$ cat config.mk
export PLATFORM = sky130hd
export DESIGN_NAME = req_encoder_seq
export DESIGN_NICKNAME = d
export VERILOG_FILES = /design/src/rtl/req_encoder_seq.sv
export SDC_FILE = /design/constraint.sdc
export NUM_CORES = 1
export LEC_CHECK = 0
export CAP_MARGIN = 20
export CELL_PAD_IN_SITES_DETAIL_PLACEMENT = 1
export CELL_PAD_IN_SITES_GLOBAL_PLACEMENT = 2
export CORE_MARGIN = 2
export CORE_UTILIZATION = 26
export CTS_CLUSTER_DIAMETER = 200
export DETAILED_ROUTE_END_ITERATION = 7
export PLACE_DENSITY = 0.73
export SYNTH_ARGS = -nofsm -noshare
export SYNTH_HDL_FRONTEND = slang
export SYNTH_SLANG_ARGS = --single-unit
$ cat constraint.sdc
create_clock -name clk -period 2.3 [get_ports clk]
set_input_delay 0.46 -clock clk [delete_from_list [all_inputs] [get_ports clk]]
set_output_delay 0.46 -clock clk [all_outputs]
set_load 0.01 [all_outputs]
$ cat src/rtl/req_encoder_seq.sv
// req_encoder_seq: latches request pulses into a pending vector and
// presents them one at a time as binary codes over a valid/ack handshake.
// Ports: clk, reset (async, active-high), enable (capture gate),
//   req[N] (request lines), ack (consumer accepts code),
//   code[W] (presented index), valid, pending[N] (pending vector).
module req_encoder_seq #(
  parameter int N = 8,
  parameter int W = 3
) (
  input  logic         clk,
  input  logic         reset,
  input  logic         enable,
  input  logic [N-1:0] req,
  input  logic         ack,
  output logic [W-1:0] code,
  output logic         valid,
  output logic [N-1:0] pending
);

  typedef enum logic {
    IDLE,
    PRESENT
  } state_t;

  state_t       r_state;
  state_t       w_state_nx;
  logic [N-1:0] r_pending;
  logic [N-1:0] w_pending_nx;
  logic [N-1:0] w_onehot;
  logic [N-1:0] w_clr;
  logic [N-1:0] w_rem;
  logic [N-1:0] w_src;
  logic [W-1:0] r_code;
  logic [W-1:0] w_code_nx;
  logic [W-1:0] w_pri;
  logic         w_fire;

  always_ff @(posedge clk or posedge reset) begin
    if (reset) begin
      r_state   <= IDLE;
      r_code    <= '0;
      r_pending <= '0;
    end else begin
      r_state   <= w_state_nx;
      r_code    <= w_code_nx;
      r_pending <= w_pending_nx;
    end
  end

  // rem excludes the presented bit; the priority search runs on the
  // whole pending vector in IDLE and on rem while presenting.
  always_comb begin
    w_fire   = (r_state == PRESENT) && ack;
    w_onehot = '0;
    w_onehot[r_code] = 1'b1;
    w_clr    = w_fire ? w_onehot : '0;
    w_rem    = r_pending & ~w_onehot;
    w_src    = (r_state == IDLE) ? r_pending : w_rem;
    // set wins over clear so a re-request on the ack edge survives
    w_pending_nx = (r_pending & ~w_clr) | (req & {N{enable}});
  end

  // lowest set bit wins: scan downward so the last hit is the lowest
  always_comb begin
    w_pri = '0;
    for (int i = N - 1; i >= 0; i--) begin
      if (w_src[i]) w_pri = W'(i);
    end
  end

  always_comb begin
    w_state_nx = r_state;
    w_code_nx  = r_code;
    unique case (r_state)
      IDLE: begin
        if (|r_pending) begin
          w_code_nx  = w_pri;
          w_state_nx = PRESENT;
        end
      end
      PRESENT: begin
        if (ack) begin
          if (|w_rem) begin
            w_code_nx = w_pri;
          end else begin
            w_state_nx = IDLE;
          end
        end
      end
      default: w_state_nx = IDLE;
    endcase
  end

  assign code    = r_code;
  assign valid   = (r_state == PRESENT);
  assign pending = r_pending;

endmodule

-- Word level (Yosys, flattened, before mapping)
Index checks and enable logic that the tools add are counted.
W data, S select, Z words.
- flip-flop bits (word level): 12
- input bits: 12
- output and inout port bits: 12
- logic and storage cells: 40
- order comparisons: 2
- eq/ne operators: 3
- multiplexer cells: 20
- bitwise logic cells: 7
- reduce and logical (&&, ||, !) cells: 5
- operators with widths (kind ; count):
    $mux W3 ; 11
    $and A8 B8 Y8 ; 3
    $mux W8 ; 2
    $not A8 Y8 ; 2
    $reduce_or A8 Y1 ; 2
    $or A8 B8 Y8 ; 1
    $pmux W3 S2 ; 1
    $lt A3 B4 Y1 const B ; 1
    $mux W1 ; 4
    $ne A2 B1 Y1 const B ; 2
    $demux W1 S3 ; 1
    $ge A3 B1 Y1 const B ; 1
    $reduce_and A3 Y1 ; 1
    $logic_and A1 B1 Y1 ; 2
    $ne A2 B2 Y1 const B ; 1
    $pmux W1 S2 ; 1
    $not A1 Y1 ; 1

-- Depth between registers and ports, before layout
- word-level depth: 18
- gate-level depth with buffers: 6
- mapped depth without buffers: 5

-- Least setup slack after synthesis
OpenSTA, ideal clock, no wires.
- path type: register -> register
- start: reg r_code[0] (netlist: code[0])
- end: reg r_code[0] (netlist: code[0])
- library setup time: 128 ps
- arrival time: 1582 ps
- data required time: 2172 ps
- slack: 590 ps
- stages on the path, launching flop included: 6
- buffers on the path: 0
- period minus slack after synthesis: 1710 ps
- cell sequence: dfrtp_1 mux2i_1 a31oi_1 a2111oi_4 a21oi_2 mux2_1
- longest elaborated chain between the ends: 18
- elaborated cells on any way between the ends: 23
- ends and longest elaborated chain (item ; RTL line ; RTL):
    start: declaration ; 33 ; logic [W-1:0] r_code;
    start signal: assignment ; 45 ; r_code <= w_code_nx;
    $lt A3 B4 Y1 (not written as such) or $ge A3 B1 Y1 (tied branches) ; 55 ; w_onehot[r_code] = 1'b1;
    $logic_and A1 B1 Y1 (not written as such) ; 55 ;
    $mux W1 (not written as such) ; 55 ;
    $demux W1 S3 (*) ; 55 ;
    $not A8 Y8 (*) ; 57 ; w_rem = r_pending & ~w_onehot;
    $and A8 B8 Y8 (*) ; 57 ;
    $mux W8 ; 58 ; w_src = (r_state == IDLE) ? r_pending : w_rem;
    $mux W3 (8 in a row) ; 67 ; if (w_src[i]) w_pri = W'(i);
    $mux W3 ; 83 ; if (|w_rem) begin
    $mux W3 ; 82 ; if (ack) begin
    $pmux W3 S2 ; 74 ; unique case (r_state)
Mark *: on every way between the ends. The rest lies on a longest branch, timed or not. The select of a mux whose other input is x is not followed.
A chain may end at the register's enable or synchronous reset.

-- Worst setup path in the final report
- start: reg r_code[1] (netlist: code[1])
- end: out code[1]
- RTL lines (item ; RTL line ; RTL):
    end: declaration ; 15 ; output logic [W-1:0] code,
No word-level cell between the ends.

==> results.md <==
* Initial Util at 27.8%
* Layout Nets at 140
* Post-DRT Antenna Nets at 0
* Share of layout cells above drive strength 1 at about 7%
* CTS Hold Bufs at 0
* Pleak at 0.459 nW
* Wire length per cell at 14.5 um
* Postcts setup bufs at 0
* Cell area after layout at 1170 um^2
* Syn. warnings at 0
* Multi-input gate area in the final layout at 519 um^2
* Final Hold Vio Count at 0
* Power per cell area at approximately 980 nW/um^2
* Max Root-Sink Buffers at 2
* IO Port Bufs at 23
* Post-DR vias/cell at 4.94
* CTS tree: done
* Slack of the critical path at 0.238 ns
* Global route total overflow at 0
* Post-route DRC at 0
* Core Util, Final at 37.6%
* Drt initial violations at 21
* Avg Cell Area, Syn at 8.30 um^2
* Crit. End Element: output pin
* GP Congestion at 0.803
* Vias at 845
* Most frequent cells in the layout: clkdlybuf4s50_1, nand2_1, dfrtp_1, nor2_1, mux2i_1
* Final setup vio count at 0
* Clock transition at path regs at ~0.090 ns
* Slowest stage delay, CP at a little under 0.7 ns
* H-Tree Depth at 1
* Buf/Inv on CP at 1
* Status: finished, final reports clean
* WHS at approximately 0.48 ns
* Min cycle time layout at 2.06 ns
* Reg area at 300 um^2
* Count of flip-flops with a built-in enable after synthesis at 0
* Layout Cells excl Fill at 171
* Share of the synthesized area in the top cell type at 34.8%
* Synthesized cell area at between 800 and 900 um^2
* Worst-margin pin slew at ~0.52 ns
* Placed cell area at 1130 um^2
* Switching power of the nets at 480 uW
* Clock sinks at 12
* Combinational Power Share at a little under half
* Max transition margin at around two thirds
* Max Freq at 485 MHz
* Fillcell total at around 380
* Synth Net Count at approximately 120
* Required time of the critical path at 1.84 ns
* Drt pass-1 iters at 4
* Yosys reg bits at 12
* Net Sw Frac at 41.9%
* DIE AREA at between 3000 and 4000 um^2
* Critical path fanouts, max at 16
* CP Cell Sequence: clkdlybuf4s50_1
* Synth Flop Type: dfrtp_1
* Worst clock skew at 0.00656 ns
* Diode count at 0
* Power Internal at 665 uW
* Post-synthesis sequential area ratio at 34.8%
* Unrepaired setup endpoints after global routing: false
* Crit path launch type: flop
* Std cell rows at 20
* Slowest CP cell: dfrtp_1
* Yosys cell types at 34
* Largest net degree at the start of global routing at 17
* Hold/Removal Path Class: in -> async
* Max-slew violations at 0
* Period utilization at 89.7%
* Routed wire length at 2.47 mm
* Most common cell after layout, fill and taps aside: clkdlybuf4s50_1
* DPL Wire Length at 1.90 mm
* Largest area contributor in the netlist: dfrtp_1
* VDD IR max at 0.000442 V
* Synth area leaders: dfrtp_1, nand2_1, mux2i_1
* Initial antenna violation count at 0
* Max_cap viols at 0
* Post-Place Cells at 167
* CTS Buf Count at 3
* Critical Path AT at 1.60 ns
* Die H at 61.6 um
* Number of global-route vias before repair at roughly 900
* Critical path class: reg -> out
* Total power at around 1.1 mW
* Setup TNS at 0 ns
* Die X at 61.6 um
* Io pins at 24
* Resized cells post-CTS at 0
* Synth Instances at ~100
* Clock share of power at 15.5%
* Post-Place Worst Slack at 0.319 ns
* Async set-reset flop share out of synthesis at 100%
* First-pass GRT wire length at about 4.2 mm
* Core area at 3100 um^2
* Sequential power share at a little under two fifths
* Tot GR Track Use at 15.3%
* Worst-Skew Late Latency at 0.29 ns
* Delay-heaviest family, CP: flip-flops
* CTS root buffer: clkbuf_4
* Synth-to-Final Area Change at 35.2%
## power by group through the flow
stage	sequential, mW	clock, mW	combinational (mW)
6_report	0.430	0.178	0.537
5_1_grt	0.449	0.189	0.598
4_1_cts	0.431	0.183	0.544
3_5_place_dp	0.435	0	0.540
3_3_place_gp	0.431	0	0.538
2_1_floorplan	0.372	0	0.360
## path summary, 6_finish.rpt
| kind | from | slack [ns] | cells past startpoint | endpoint |
|---|---|---|---|---|
| hold reg to reg | pending[7] | 0.62 | 2 | pending[7] |
| min in group clk | pending[7] | 0.62 | 2 | pending[7] |
| hold / removal | reset | 0.48 | 2 | pending[2] |
| setup / recovery | code[1] | 0.24 | 1 | code[1] |
| max in group asynchronous | reset | 1.49 | 2 | pending[1] |
| setup reg to reg | code[1] | 0.30 | 5 | code[2] |
## cell type report
type / instances / share of cell area [%]
Sequential cell: 12 / 25.7
Tap cell: 44 / 4.72
Clock buffer: 4 / 3.11
Inverter: 3 / 0.965
Multi-Input combinational cell: 83 / 44.5
Timing Repair Buffer: 25 / 21.0
## state kept, by name (all words and copies together) (netlist names)
name     count
valid        1
pending      8
code         3
## cells by family (layout without fill, tap and decap cells)
logic type / count (synthesis) / after routing / share of synthesized area (%)
buffers and inverters: 9 / 32 / 5.07
DFF: 12 / 12 / 34.8
muxes: 10 / 10 / 12.0
AOI/OAI and AO/OA: 26 / 26 / 23.0
and+or+nand+nor: 47 / 47 / 25.1
## metal layers
metal	GRT usage (%)	vias to the layer above	wire length [um]
li1	-	417	-
met1	19.6	408	1160
met2	25.9	16	1200
met3	3.15	4	83
met4	4.56	0	32
met5	0	-	0
## synthesized netlist by cell type (all sizes together), types with 2 or more instances
| cell type | n |
|---|---|
| nand2b | 2 |
| nor2b | 2 |
| nand3 | 5 |
| inv | 3 |
| buf | 4 |
| a21oi | 3 |
| mux2i | 7 |
| a22o | 2 |
| o21ai | 7 |
| dfrtp | 12 |
| and2b | 2 |
| clkbuf | 2 |
| nor2 | 8 |
| a41oi | 2 |
| a31oi | 5 |
| nor3b | 2 |
| mux2 | 3 |
| nand2 | 23 |
Note: power is estimated with default switching activity, not from simulation.
